<file path="config.mk">
export PLATFORM = sky130hd
export DESIGN_NAME = veerwolf_uart_monitor
export DESIGN_NICKNAME = d
export VERILOG_FILES = /design/src/rtl/veerwolf_uart_mon_pkg.sv /design/src/rtl/veerwolf_uart_rx_lane.sv /design/src/rtl/veerwolf_uart_monitor.sv
export SDC_FILE = /design/constraint.sdc
export NUM_CORES = 1
export LEC_CHECK = 0
export CAP_MARGIN = 20
export CORE_ASPECT_RATIO = 0.7
export CORE_MARGIN = 2
export CORE_UTILIZATION = 60
export DETAILED_ROUTE_END_ITERATION = 7
export PLACE_DENSITY = 0.78
export SYNTH_ARGS = -nofsm -noshare
export SYNTH_HDL_FRONTEND = slang
export SYNTH_SLANG_ARGS = --single-unit
</file>
<file path="constraint.sdc">
create_clock -name clk -period 3.2 [get_ports clk]
set_input_delay 0.8 -clock clk [delete_from_list [all_inputs] [get_ports clk]]
set_output_delay 0.8 -clock clk [all_outputs]
set_load 0.02 [all_outputs]
</file>
<file path="src/rtl/veerwolf_uart_mon_pkg.sv">
// Shared types and helpers for the VeeRwolf multi-channel UART receive monitor.
// Optional even-parity support is enabled with VEERWOLF_UART_MON_PARITY_EN.
package veerwolf_uart_mon_pkg;

    typedef enum logic [2:0] {
        IDLE,
        START,
        DATA,
        PARITY,
        STOP
    } lane_state_t;

    localparam int CLK_DIV_DEFAULT = 868;

    function automatic int ch_width(input int num_ch);
        return (num_ch > 1) ? $clog2(num_ch) : 1;
    endfunction

endpackage

</file>
<file path="src/rtl/veerwolf_uart_rx_lane.sv">
// One 8N1 receive lane: synchroniser, frame FSM, shift register and byte FIFO.
// With VEERWOLF_UART_MON_PARITY_EN defined an even-parity bit follows the data bits.
module veerwolf_uart_rx_lane
    import veerwolf_uart_mon_pkg::*;
#(
    parameter int CLK_DIV    = CLK_DIV_DEFAULT,
    parameter int FIFO_DEPTH = 4,
    parameter int DATA_W     = 8
) (
    input  logic              clk,
    input  logic              rstn,
    input  logic              rx,
    input  logic              pop,
    output logic              empty,
    output logic              more,
    output logic [DATA_W-1:0] rdata,
    output logic [DATA_W-1:0] rdata_next,
    output logic              frame_err,
    output logic              overflow,
    output logic              parity_err
);

    localparam int CNT_W = $clog2(CLK_DIV);
    localparam int AW    = $clog2(FIFO_DEPTH);
    localparam int BIT_W = $clog2(DATA_W);
    localparam logic [CNT_W-1:0] HALF     = CNT_W'(CLK_DIV / 2 - 1);
    localparam logic [CNT_W-1:0] FULL     = CNT_W'(CLK_DIV - 1);
    localparam logic [BIT_W-1:0] LAST_BIT = BIT_W'(DATA_W - 1);

    logic              rx_meta, rx_sync, rx_prev;
    lane_state_t       state;
    logic [CNT_W-1:0]  cnt;
    logic [BIT_W-1:0]  bit_idx;
    logic [DATA_W-1:0] shreg;
    logic              drop, stop_wait;
    logic              tick, push, wr_en, full;
    logic [AW:0]       wr_ptr, rd_ptr, count;
    logic [AW-1:0]     rd_next;
    logic [DATA_W-1:0] mem [FIFO_DEPTH];

    assign tick = (cnt == '0);

    // NOTE: all sequential state uses non-blocking assignments so every flop samples pre-edge values.
    always_ff @(posedge clk) begin
        if (!rstn) begin
            rx_meta   <= 1'b1;
            rx_sync   <= 1'b1;
            rx_prev   <= 1'b1;
            state     <= IDLE;
            cnt       <= '0;
            bit_idx   <= '0;
            shreg     <= '0;
            drop      <= 1'b0;
            stop_wait <= 1'b0;
        end else begin
            rx_meta <= rx;
            rx_sync <= rx_meta;
            rx_prev <= rx_sync;
            case (state)
                IDLE: if (rx_prev && !rx_sync) begin
                    cnt       <= HALF;
                    drop      <= 1'b0;
                    stop_wait <= 1'b0;
                    state     <= START;
                end
                START: if (tick) begin
                    if (rx_sync) begin
                        state <= IDLE;
                    end else begin
                        cnt     <= FULL;
                        bit_idx <= '0;
                        state   <= DATA;
                    end
                end else begin
                    cnt <= cnt - 1'b1;
                end
                DATA: if (tick) begin
                    shreg   <= {rx_sync, shreg[DATA_W-1:1]};
                    cnt     <= FULL;
                    bit_idx <= bit_idx + 1'b1;
                    if (bit_idx == LAST_BIT) begin
`ifdef VEERWOLF_UART_MON_PARITY_EN
                        state <= PARITY;
`else
                        state <= STOP;
`endif
                    end
                end else begin
                    cnt <= cnt - 1'b1;
                end
                PARITY: if (tick) begin
                    if (rx_sync != ^shreg) drop <= 1'b1;
                    cnt   <= FULL;
                    state <= STOP;
                end else begin
                    cnt <= cnt - 1'b1;
                end
                STOP: if (stop_wait) begin
                    // Broken stop bit: hold here until the line returns high.
                    if (rx_sync) state <= IDLE;
                end else if (tick) begin
                    if (rx_sync) state <= IDLE;
                    else         stop_wait <= 1'b1;
                end else begin
                    cnt <= cnt - 1'b1;
                end
                default: state <= IDLE;
            endcase
        end
    end

    assign frame_err = (state == STOP) && !stop_wait && tick && !rx_sync;
    assign push      = (state == STOP) && !stop_wait && tick &&  rx_sync && !drop;
`ifdef VEERWOLF_UART_MON_PARITY_EN
    assign parity_err = (state == PARITY) && tick && (rx_sync != ^shreg);
`else
    assign parity_err = 1'b0;
`endif

    // A simultaneous pop frees the slot the push lands in, so a full FIFO still accepts.
    assign count    = wr_ptr - rd_ptr;
    assign full     = (count == (AW+1)'(FIFO_DEPTH));
    assign empty    = (count == '0);
    assign more     = (count > (AW+1)'(1));
    assign wr_en    = push && (!full || pop);
    assign overflow = push && full && !pop;
    assign rd_next  = rd_ptr[AW-1:0] + 1'b1;

    always_ff @(posedge clk) begin
        if (!rstn) begin
            wr_ptr <= '0;
            rd_ptr <= '0;
        end else begin
            if (wr_en) wr_ptr <= wr_ptr + 1'b1;
            if (pop)   rd_ptr <= rd_ptr + 1'b1;
        end
    end

    // NOTE: the storage array is deliberately not reset; the pointers alone define its contents.
    always_ff @(posedge clk) begin
        if (wr_en) mem[wr_ptr[AW-1:0]] <= shreg;
    end

    assign rdata      = mem[rd_ptr[AW-1:0]];
    assign rdata_next = mem[rd_next];

endmodule

</file>
<file path="src/rtl/veerwolf_uart_monitor.sv">
// Multi-channel UART monitor: NUM_CH receive lanes merged into one round-robin byte stream.
// Parity checking is compiled in with VEERWOLF_UART_MON_PARITY_EN (otherwise o_parity_err stays 0).
module veerwolf_uart_monitor
    import veerwolf_uart_mon_pkg::*;
#(
    parameter  int NUM_CH     = 2,
    parameter  int CLK_DIV    = CLK_DIV_DEFAULT,
    parameter  int FIFO_DEPTH = 4,
    parameter  int DATA_W     = 8,
    localparam int CH_W       = ch_width(NUM_CH)
) (
    input  logic              clk,
    input  logic              rstn,
    input  logic [NUM_CH-1:0] i_rx,
    input  logic              i_clr,
    output logic [DATA_W-1:0] o_data,
    output logic [CH_W-1:0]   o_ch,
    output logic              o_valid,
    input  logic              i_ready,
    output logic [NUM_CH-1:0] o_frame_err,
    output logic [NUM_CH-1:0] o_overflow,
    output logic [NUM_CH-1:0] o_parity_err
);

    logic [NUM_CH-1:0] lane_empty, lane_more, lane_pop, lane_ferr, lane_ovf, lane_perr;
    logic [DATA_W-1:0] lane_rdata [NUM_CH];
    logic [DATA_W-1:0] lane_rnext [NUM_CH];

    for (genvar g = 0; g < NUM_CH; g++) begin : g_lane
        veerwolf_uart_rx_lane #(
            .CLK_DIV    (CLK_DIV),
            .FIFO_DEPTH (FIFO_DEPTH),
            .DATA_W     (DATA_W)
        ) u_lane (
            .clk        (clk),
            .rstn       (rstn),
            .rx         (i_rx[g]),
            .pop        (lane_pop[g]),
            .empty      (lane_empty[g]),
            .more       (lane_more[g]),
            .rdata      (lane_rdata[g]),
            .rdata_next (lane_rnext[g]),
            .frame_err  (lane_ferr[g]),
            .overflow   (lane_ovf[g]),
            .parity_err (lane_perr[g])
        );
    end

    // The displayed byte stays in its FIFO until handshaken, so it counts towards occupancy.
    logic              hs, take, gnt_found;
    logic [CH_W-1:0]   gnt_ch, rr_ptr;
    logic [NUM_CH-1:0] avail;
    logic [DATA_W-1:0] gnt_data;

    assign hs   = o_valid && i_ready;
    assign take = !o_valid || i_ready;

    // NOTE: every always_comb output gets a default first so no path can infer a latch.
    always_comb begin
        avail    = '0;
        lane_pop = '0;
        if (hs) lane_pop[o_ch] = 1'b1;
        for (int c = 0; c < NUM_CH; c++) begin
            avail[c] = (hs && int'(o_ch) == c) ? lane_more[c] : !lane_empty[c];
        end
        gnt_found = 1'b0;
        gnt_ch    = '0;
        for (int i = NUM_CH - 1; i >= 0; i--) begin
            if (avail[(int'(rr_ptr) + i) % NUM_CH]) begin
                gnt_found = 1'b1;
                gnt_ch    = CH_W'((int'(rr_ptr) + i) % NUM_CH);
            end
        end
        gnt_data = (hs && gnt_ch == o_ch) ? lane_rnext[gnt_ch] : lane_rdata[gnt_ch];
    end

    always_ff @(posedge clk) begin
        if (!rstn) begin
            o_valid <= 1'b0;
            o_data  <= '0;
            o_ch    <= '0;
            rr_ptr  <= '0;
        end else if (take) begin
            o_valid <= gnt_found;
            if (gnt_found) begin
                o_data <= gnt_data;
                o_ch   <= gnt_ch;
                rr_ptr <= (int'(gnt_ch) == NUM_CH - 1) ? '0 : gnt_ch + 1'b1;
            end
        end
    end

    // A new error in the same cycle as i_clr keeps its flag set.
    always_ff @(posedge clk) begin
        if (!rstn) begin
            o_frame_err  <= '0;
            o_overflow   <= '0;
            o_parity_err <= '0;
        end else begin
            o_frame_err  <= (o_frame_err  & ~{NUM_CH{i_clr}}) | lane_ferr;
            o_overflow   <= (o_overflow   & ~{NUM_CH{i_clr}}) | lane_ovf;
            o_parity_err <= (o_parity_err & ~{NUM_CH{i_clr}}) | lane_perr;
        end
    end

endmodule

</file>
Yosys cells after proc, flatten, opt, wreduce, memory -nomap -nowiden. Memories as Yosys holds them, arrays and structs flattened. A register that Yosys moved wholly into a read port is not among the register bits. Cells that the tools add are included.

Order comparisons: 7. Multiplexer cells: 88. Equal/unequal tests: 37. Bitwise gates (word level): 9. $add $sub $neg: 14. Reduce and logical (&&, ||, !) cells: 70.

Operators by type and width (count): 10-bit two-way mux (12); 10-bit case mux with 4 select lines (2); 3-bit two-way mux (22); 8-bit two-way mux (7); 3-bit case mux with 5 select lines (2); 1-bit two-way mux (29); 2-bit by 1-bit != test with 1-bit output, second input constant (12); 1-bit logical AND (23); 10-bit logical NOT (2); 10-bit by 1-bit subtractor with 10-bit output, second input constant (2); 3-bit by 1-bit adder with 3-bit output, second input constant (6); 3-bit == test, second input constant (6); 4-bit AND reduction (4); 8-bit XOR reduction (2); 2-bit two-way mux (7); 1-bit logical NOT (13); 3-bit by 2-bit == test with 1-bit output, second input constant (4); 3-bit logical NOT (4); 2-bit != test, second input constant (6); 3-bit case mux with 2 select lines (2); 6-bit AND reduction (2); 2-bit nonzero test (6); 2-bit AND reduction (5); 5-bit AND reduction (2); other kinds (24) (43).

Bits in registers: 87. Logic and storage cells: 256. Memory bits (writable): 64. Memories kept: 2. Output and inout bits: 16.

Memories: g_lane[0].u_lane.mem (depth 4, width 8, rd ports 2, clocked after Yosys merged registers in 1, wr ports 1, RTL line veerwolf_uart_rx_lane.sv:39) `logic [DATA_W-1:0] mem [FIFO_DEPTH];`; g_lane[1].u_lane.mem (depth 4, width 8, rd ports 2, clocked after Yosys merged registers in 1, wr ports 1, RTL line veerwolf_uart_rx_lane.sv:39).

Logic depth before layout (Yosys ltp). Gate-level depths: netlist of the first run.

Depth after elaboration: 14. Depth in mapped cells: 9.

Hierarchy. Synthesis of the first run repeated with hierarchy kept, for this count alone.

Cells, all modules: 655. Area total of the unflattened synthesis: 7586.0 µm².

By module, submodules not included: veerwolf_uart_rx_lane (g_lane[1].u_lane) (cells an instance 285, area each 3352.0 µm², instances 1, seq. area each 1701.6 µm²); veerwolf_uart_rx_lane (g_lane[0].u_lane) (cells an instance 284, area each 3319.4 µm², instances 1, seq. area each 1701.6 µm²); veerwolf_uart_monitor (cells an instance 86, area each 914.6 µm², instances 1, seq. area each 340.3 µm²).

Worst setup path after synthesis of the first run. OpenSTA, ideal clock, no wires.

Kind: reg-to-reg. From: reg g_lane[1].u_lane.wr_ptr[0]. To: mem g_lane[1].u_lane.mem[0][0], enable pin. Data arrival time: 2.048 ns. Buffers on the path: 1. Data required time: 2.868 ns. Cell stages (with the launch flop): 9. Period minus slack after synthesis: 2.380 ns. Slack: 0.820 ns. Path through: dfxtp_1 -> inv_1 -> ha_1 -> fa_1 -> xnor3_1 -> nand4b_1 -> and4_1 -> clkbuf_1 -> and2_1.

Word-level cells in the longest chain between the ends: 7.

RTL lines: from (decl) (RTL line veerwolf_uart_rx_lane.sv:37) `logic [AW:0] wr_ptr, rd_ptr, count;`; from (signal assigned) (RTL line veerwolf_uart_rx_lane.sv:134) `if (wr_en) wr_ptr <= wr_ptr + 1'b1;`; 3-bit subtractor (RTL line veerwolf_uart_rx_lane.sv:121) `assign count = wr_ptr - rd_ptr;`; 3-bit == test (RTL line veerwolf_uart_rx_lane.sv:122) `assign full = (count == (AW+1)'(FIFO_DEPTH));`; 1-bit logical NOT (RTL line veerwolf_uart_rx_lane.sv:125) `assign wr_en = push && (!full || pop);`; 1-bit logical OR (RTL line veerwolf_uart_rx_lane.sv:125); 1-bit logical AND (RTL line veerwolf_uart_rx_lane.sv:125); 1-bit two-way mux (RTL line veerwolf_uart_rx_lane.sv:141) `if (wr_en) mem[wr_ptr[AW-1:0]] <= shreg;`; 1-bit two-way mux (not written as such) (RTL line veerwolf_uart_rx_lane.sv:141); to (decl) (RTL line veerwolf_uart_rx_lane.sv:39).

Several ways; a longest one is shown, not always the timed one.

Worst setup path after layout of the first run.
From: reg g_lane[1].u_lane.rd_ptr[0]. To: mem g_lane[1].u_lane.mem[2][7], enable pin.

Word-level cells in the longest chain between the ends: 7.

RTL lines: from (decl) (RTL line veerwolf_uart_rx_lane.sv:37); from (signal assigned) (RTL line veerwolf_uart_rx_lane.sv:135) `if (pop) rd_ptr <= rd_ptr + 1'b1;`; 3-bit subtractor (RTL line veerwolf_uart_rx_lane.sv:121); 3-bit == test (RTL line veerwolf_uart_rx_lane.sv:122); 1-bit logical NOT (RTL line veerwolf_uart_rx_lane.sv:125); 1-bit logical OR (RTL line veerwolf_uart_rx_lane.sv:125); 1-bit logical AND (RTL line veerwolf_uart_rx_lane.sv:125); 1-bit two-way mux (RTL line veerwolf_uart_rx_lane.sv:141); 1-bit two-way mux (not written as such) (RTL line veerwolf_uart_rx_lane.sv:141).

Every way passes these cells.

==> results_dict.tcl, run 1 <==
set metrics [dict create \
    run_status "finished clean" \
    cts_buffers 17 \
    multiInputGateArea_sq_um 3482 \
    layout_setup_ws_ns 0.4729 \
    portBuffers 21 \
    ctsResizeCount 0 \
    routed_wl_microns 16030 \
    required_ns 3.29 \
    num_antenna_cells 0 \
    fill_cells 814 \
    gp_congestion 0.8668 \
    dieWidth_microns 137.1 \
    cts_sinks 155 \
    setup_viol 0 \
    power_frac_comb_pct 11.8 \
    irDropWorstVdd_uv 412.1 \
    ios 22 \
    fin_nets 682 \
    dieArea_sq_um 13310 \
    seq_area_sq_um 3744 \
    syn_inst 641 \
    netlist_area_sq_um 7436 \
    post-place-cells 793 \
    root_buffer "clkbuf_16" \
    switchingPower_w 0.001273 \
    power_w 0.004885 \
    grt_pass1_vias 5130 \
    grt_max_degree 43 \
    fp.dieH_microns 97.14 \
    htreeDepth 4 \
    antenna_found_initial 1 \
    place_ws_ns 0.3917 \
    yosysWarnings 0 \
    fmax_mhz 366.7 \
    async_reset_ff_share_pct 0 \
    ys_seq_area_share_pct 50.34 \
    period_share_pct 85.22 \
    critPathMaxFanout 11 \
    path_class "flip-flop to flip-flop" \
    hold_class "flip-flop to flip-flop" \
    detail_route.first_pass.iterations 5 \
    postRouteAntennaNets 0 \
    grt_pass1_wl_microns 26630 \
    p_sw_share_pct 26.07 \
    post_drt_wl_per_cell_microns 19.43 \
    start_util_pct 62.53 \
    ys.flop_type "dfxtp_1" \
    fin_worst_skew_ns 0.009277 \
    clkPwrFrac_pct 43.9 \
    seq_power_share_pct 44.4 \
    cts_setup_buffers 0 \
    synth_seq_cells 155 \
    viasPerCell 6.230 \
    drv_cap 0 \
    rows 33 \
    areaGrowthSynthToFinish_pct 12.67 \
    core_sq_um 11890 \
    fin_cells 825 \
    cts_tree "done" \
    crit_arrival_ns 2.81 \
    maxSlewHeadroom_pct 61.45 \
    min_period_ns 2.727 \
    cp-start-kind "flip-flop" \
    cts.path.max_buffers 2 \
    synth_edf_count 64 \
    drc_errors 0 \
    finalMaxSlewViolations 0 \
    fin_hold_ws_ns 0.4132 \
    synth_cell_types 72 \
    syn_area_per_cell_sq_um 11.60 \
    first_iter_violations 512 \
    final-hold-violation-count 0 \
    clk_latency_ns 0.42 \
    cp-end-kind "flip-flop" \
    tns_ns 0 \
    overflow 0 \
    tightestPinTransition_ns 0.5774 \
    rsz0062_at_grt "false" \
    hpwl_microns 11060 \
    synth_nets 668 \
    drive_gt1_share_pct 14.97 \
    gr-usage-all-layers_pct 25.94 \
    p_per_area_nw_per_um2 583.1 \
    hold_buffers 0 \
    routed-via-count 5140 \
    path_clk_slew_ns 0.06 \
    p_leak_nw 3.009 \
    p_int_w 0.003611 \
]
-- cell usage in the layout, fill, tap and decap left out, types with 8 or more instances in the layout --
cell type | synthesis | layout
a21oi_1 | 42 | 42
clkbuf_16 | 0 | 17
clkdlybuf4s50_1 | 0 | 21
dfxtp_1 | 91 | 91
edfxtp_1 | 64 | 64
ha_1 | 19 | 19
inv_1 | 16 | 15
mux2_2 | 10 | 10
mux2i_1 | 30 | 30
mux4_2 | 32 | 32
nand2_1 | 47 | 47
nand2b_1 | 14 | 14
nand3_1 | 9 | 9
nor2_1 | 55 | 55
nor3b_1 | 10 | 10
o21ai_0 | 17 | 17
o22ai_1 | 8 | 8
or3_1 | 8 | 8
xnor2_1 | 17 | 17
-- layer usage --
layer / vias to the layer above / wire length (microns) / GRT usage (%)
li1: 2409 / - / -
met3: 25 / 993 / 7.720
met4: 2 / 234 / 9.040
met2: 172 / 7707 / 40.45
met5: - / 13 / 0
met1: 2532 / 7082 / 34.56
-- power groups by stage --
stage,clock network (W),registers [W],logic (W)
4_1_cts,0.00217,0.00217,0.000569
3_5_place_dp,0,0.00221,0.000565
5_1_grt,0.00226,0.00218,0.000626
3_3_place_gp,0,0.00220,0.000546
6_report,0.00214,0.00217,0.000575
2_1_floorplan,0,0.00221,0.000409
-- kinds of logic (layout without fill, tap and decap cells) --
group                    Yosys count  count (layout)  share of synthesized area (%)
adder cells (fa/ha/maj)           21              21                          3.736
AO/OA/AOI/OAI                    119             119                          10.42
multiplexers                      72              72                          15.24
flip-flops                       155             155                          50.34
AND/OR/NAND/NOR                  199             199                          14.10
buffers and inverters             50              77                          2.827
XOR/XNOR                          25              25                          3.332
-- state kept, by name, summed over array words and instances, names as in the netlist, 6 cells and up, named ones only --
register	count
g_lane.u_lane.mem	64
g_lane.u_lane.cnt	20
g_lane.u_lane.shreg	16
o_data	8
g_lane.u_lane.bit_idx	6
g_lane.u_lane.rd_ptr	6
g_lane.u_lane.state	6
g_lane.u_lane.wr_ptr	6
-- worst paths after layout --
| check | to | slack (ns) | cells after the start | from |
|---|---|---|---|---|
| worst max-delay path | g_lane[1].u_lane.mem[2][7] | 0.47 | 6 | g_lane[1].u_lane.rd_ptr[0] |
| worst min-delay path | g_lane[0].u_lane.rx_sync | 0.41 | 1 | g_lane[0].u_lane.rx_meta |
| worst max register to register | g_lane[1].u_lane.mem[2][7] | 0.47 | 6 | g_lane[1].u_lane.rd_ptr[0] |
| worst min register to register | g_lane[0].u_lane.rx_sync | 0.41 | 1 | g_lane[0].u_lane.rx_meta |
-- cells in the mapped netlist (2+ instances only) --
cell type   n  share of area (%)
a211oi_1    4               0.40
a21oi_1    42                2.8
a22oi_1     4               0.40
a31oi_1     4               0.34
a32o_1      5               0.67
and2_1      7               0.59
and3_1      6               0.50
and4_1      2               0.24
buf_1       2               0.10
buf_2       9               0.61
clkbuf_1   20                1.0
dfxtp_1    91                 24
edfxtp_1   64                 26
fa_1        2               0.54
ha_1       19                3.2
inv_1      16               0.81
mux2_2     10                1.5
mux2i_1    30                4.0
mux4_2     32                9.7
nand2_1    47                2.4
nand2b_1   14                1.2
nand3_1     9               0.61
nand3b_1    3               0.30
nand4_1     6               0.50
nand4b_1    2               0.24
nor2_1     55                2.8
nor2b_1     7               0.59
nor3_1      7               0.47
nor3b_1    10                1.0
o21a_1      7               0.71
o21ai_0    17                1.1
o21ai_1     5               0.34
o221a_2     4               0.61
o221ai_1    2               0.24
o22ai_1     8               0.67
o31ai_1     2               0.20
or2_2       2               0.17
or3_1       8               0.67
or4_1       3               0.30
xnor2_1    17                2.0
xor2_1      6               0.71
-- worst max-delay path: stages, from the launching register on --
cell      delay [ns]
dfxtp_1         0.48
ha_1            0.31
fa_1            0.44
xnor3_1         0.24
nand4b_1        0.19
and4_1          0.34
and2_1          0.39
-- through the flow --
| stage | instance area, sq um | util, % |
|---|---|---|
| after detailed placement | 7749 | 65.16 |
| final | 8378 | 70.45 |
| after global placement | 7749 | 65.16 |
| after floorplan | 7436 | - |
| after CTS | 8378 | 70.45 |
| after global routing | 8378 | 70.45 |
-- cell type report --
class | instances | area share [%]
Inverter | 17 | 0.7616
Clock inverter | 15 | 2.434
Sequential cell | 155 | 44.68
Multi-Input combinational cell | 436 | 41.56
Tap cell | 157 | 2.345
Timing Repair Buffer | 28 | 3.136
Clock buffer | 17 | 5.078
No activity file was read; power rests on OpenSTA's default activity.
==> run 2, diff against run 1 <==
- ABC_CLOCK_PERIOD_IN_PS: not set -> 3200
==> results of run 2 <==
No change in the layout: final DEF, timing and power equal those of run 1.
==> run 3, diff against run 2 <==
- ABC_CLOCK_PERIOD_IN_PS: 3200 -> 2300
- CORE_ASPECT_RATIO: 0.7 -> 0.5
- CORE_UTILIZATION: 60 -> 56
- HOLD_SLACK_MARGIN: not set -> 0.15
- PLACE_DENSITY: 0.78 -> 0.76
- clock period: 3.2 -> 2.3 ns (I/O delays scaled with it)
==> results_dict.tcl, run 3 (synthesized netlist as in run 1, its figures left out) <==
set metrics [dict create \
    power_frac_comb_pct 14.4 \
    cp-end-kind "flip-flop" \
    multiInputGateArea_sq_um 3621 \
    areaGrowthSynthToFinish_pct 18.73 \
    htreeDepth 4 \
    p_int_w 0.004926 \
    seq_power_share_pct 44.3 \
    tightestPinTransition_ns 0.5709 \
    fill_cells 877 \
    routed-via-count 5300 \
    cts_tree "done" \
    routed_wl_microns 16030 \
    crit_arrival_ns 2.59 \
    p_per_area_nw_per_um2 770.7 \
    postRouteAntennaNets 0 \
    min_period_ns 2.231 \
    drv_cap 0 \
    start_util_pct 58.05 \
    hold_buffers 0 \
    cts_sinks 155 \
    grt_busiest_layer "met2" \
    largest_register_ffs 64 \
    drc_errors 0 \
    utilization_pct 68.93 \
    cp-start-kind "flip-flop" \
    hpwl_microns 10790 \
    period_share_pct 96.99 \
    cts.path.max_buffers 2 \
    final_area_sq_um 8828 \
    switchingPower_w 0.001879 \
    dieWidth_microns 167.0 \
    ios 22 \
    cts_buffers 17 \
    hold_class "flip-flop to flip-flop" \
    gp_congestion 0.8279 \
    gr-usage-all-layers_pct 23.51 \
    path_clk_slew_ns 0.07 \
    maxSlewHeadroom_pct 61.88 \
    viasPerCell 6.085 \
    use_met3_pct 4.711 \
    dieArea_sq_um 14270 \
    antenna_found_initial 0 \
    final_cell_mix "dfxtp_1, edfxtp_1, nor2_1, nand2_1, a21oi_1" \
    fin_worst_skew_ns 0.01101 \
    portBuffers 21 \
    root_buffer "clkbuf_16" \
    crit_slowest_cell "fa_1" \
    irDropWorstVdd_uv 443.6 \
    place_ws_ns -0.1338 \
    post_drt_wl_per_cell_microns 18.41 \
    critPathMaxFanout 5 \
    clkPwrFrac_pct 41.4 \
    placed_area_sq_um 8074 \
    path_cells "inv_1, ha_1, fa_1, xor3_2, a211oi_4, buf_6, o21ai_4, mux2_2, o22ai_1" \
    fp.dieH_microns 85.48 \
    required_ns 2.66 \
    clk_latency_ns 0.43 \
    num_antenna_cells 0 \
    core_sq_um 12810 \
    fin_nets 715 \
    fmax_mhz 448.3 \
    setup_viol 0 \
    run_status "finished clean" \
    first_iter_violations 392 \
    rows 29 \
    final_common_cell "dfxtp_1" \
    final-hold-violation-count 0 \
    slowest_delay_ns 0.36 \
    use_met1_pct 31.95 \
    overflow 0 \
    p_sw_share_pct 27.61 \
    use_met2_pct 38.08 \
    grt_pass1_vias 5268 \
    finalMaxSlewViolations 0 \
    grt_pass1_wl_microns 26210 \
    path_class "flip-flop to flip-flop" \
    detail_route.first_pass.iterations 5 \
    p_leak_nw 3.236 \
    layout_setup_ws_ns 0.06913 \
    seq_area_sq_um 3746 \
    r2r_setup_slack_ns 0.07 \
    grt_max_degree 59 \
    drive_gt1_share_pct 21.83 \
    rsz0062_at_grt "true" \
]
[run 3: area by class of cell]
cell class                      count  area share [%]
Clock inverter                     15           1.871
Multi-Input combinational cell    437           41.01
Inverter                           17          0.7228
Clock buffer                       17           4.819
Sequential cell                   155           42.43
Timing Repair Buffer               60           6.732
Tap cell                          170           2.409
[run 3: critical path: cells and delay by family (launching register included)]
| family | cells | cell delay [ns] |
|---|---|---|
| adder cells (fa/ha/maj) | 2 | 0.55 |
| AO/OA/AOI/OAI | 3 | 0.49 |
| buffers and inverters | 2 | 0.22 |
| XOR/XNOR | 1 | 0.29 |
| flip-flops | 1 | 0.33 |
| multiplexers | 1 | 0.30 |
[run 3: repair_timing]
action / CTS / global route
endpoints found under the setup margin: 8 / 88
buffers inserted: 1 / 2
gates cloned: 1 / 0
resized for setup: 8 / 27
pin swaps: 2 / 4
[run 3: final timing paths]
path                                    from                  endpoint  depth (start not counted)
hold reg to reg     g_lane[0].u_lane.rx_meta  g_lane[0].u_lane.rx_sync                          1
setup / recovery  g_lane[0].u_lane.wr_ptr[0]                 o_data[7]                          9
setup reg to reg  g_lane[0].u_lane.wr_ptr[0]                 o_data[7]                          9
hold / removal      g_lane[0].u_lane.rx_meta  g_lane[0].u_lane.rx_sync                          1
[run 3: through the flow]
stage | total power, W | hold slack [ns] | instances | setup TNS (ns)
3_5_place_dp | 0.003922 | 0.3941 | 835 | -1.102
4_1_cts | 0.006742 | 0.4119 | 869 | 0
2_1_floorplan | 0.003641 | 0.3863 | 641 | -0.05484
3_3_place_gp | 0.003895 | 0.3910 | 835 | -0.1500
6_report | 0.006804 | 0.4092 | 871 | 0
5_1_grt | 0.007031 | 0.4411 | 871 | -0.03493
[run 3: power groups by stage]
stage | clock (W) | combinational (W) | sequential, W
floorplan | 0 | 0.000569 | 0.00307
global placement | 0 | 0.000834 | 0.00306
detailed placement | 0 | 0.000859 | 0.00306
CTS | 0.00284 | 0.000891 | 0.00301
global route | 0.00295 | 0.00106 | 0.00302
finish | 0.00282 | 0.000977 | 0.00301
[run 3: routing by layer]
| metal | part of all wire (%) | routed length [microns] |
|---|---|---|
| met4 | 1.8 | 284 |
| met5 | 0 | 0 |
| met2 | 47 | 7475 |
| met1 | 46 | 7342 |
| met3 | 5.8 | 932 |
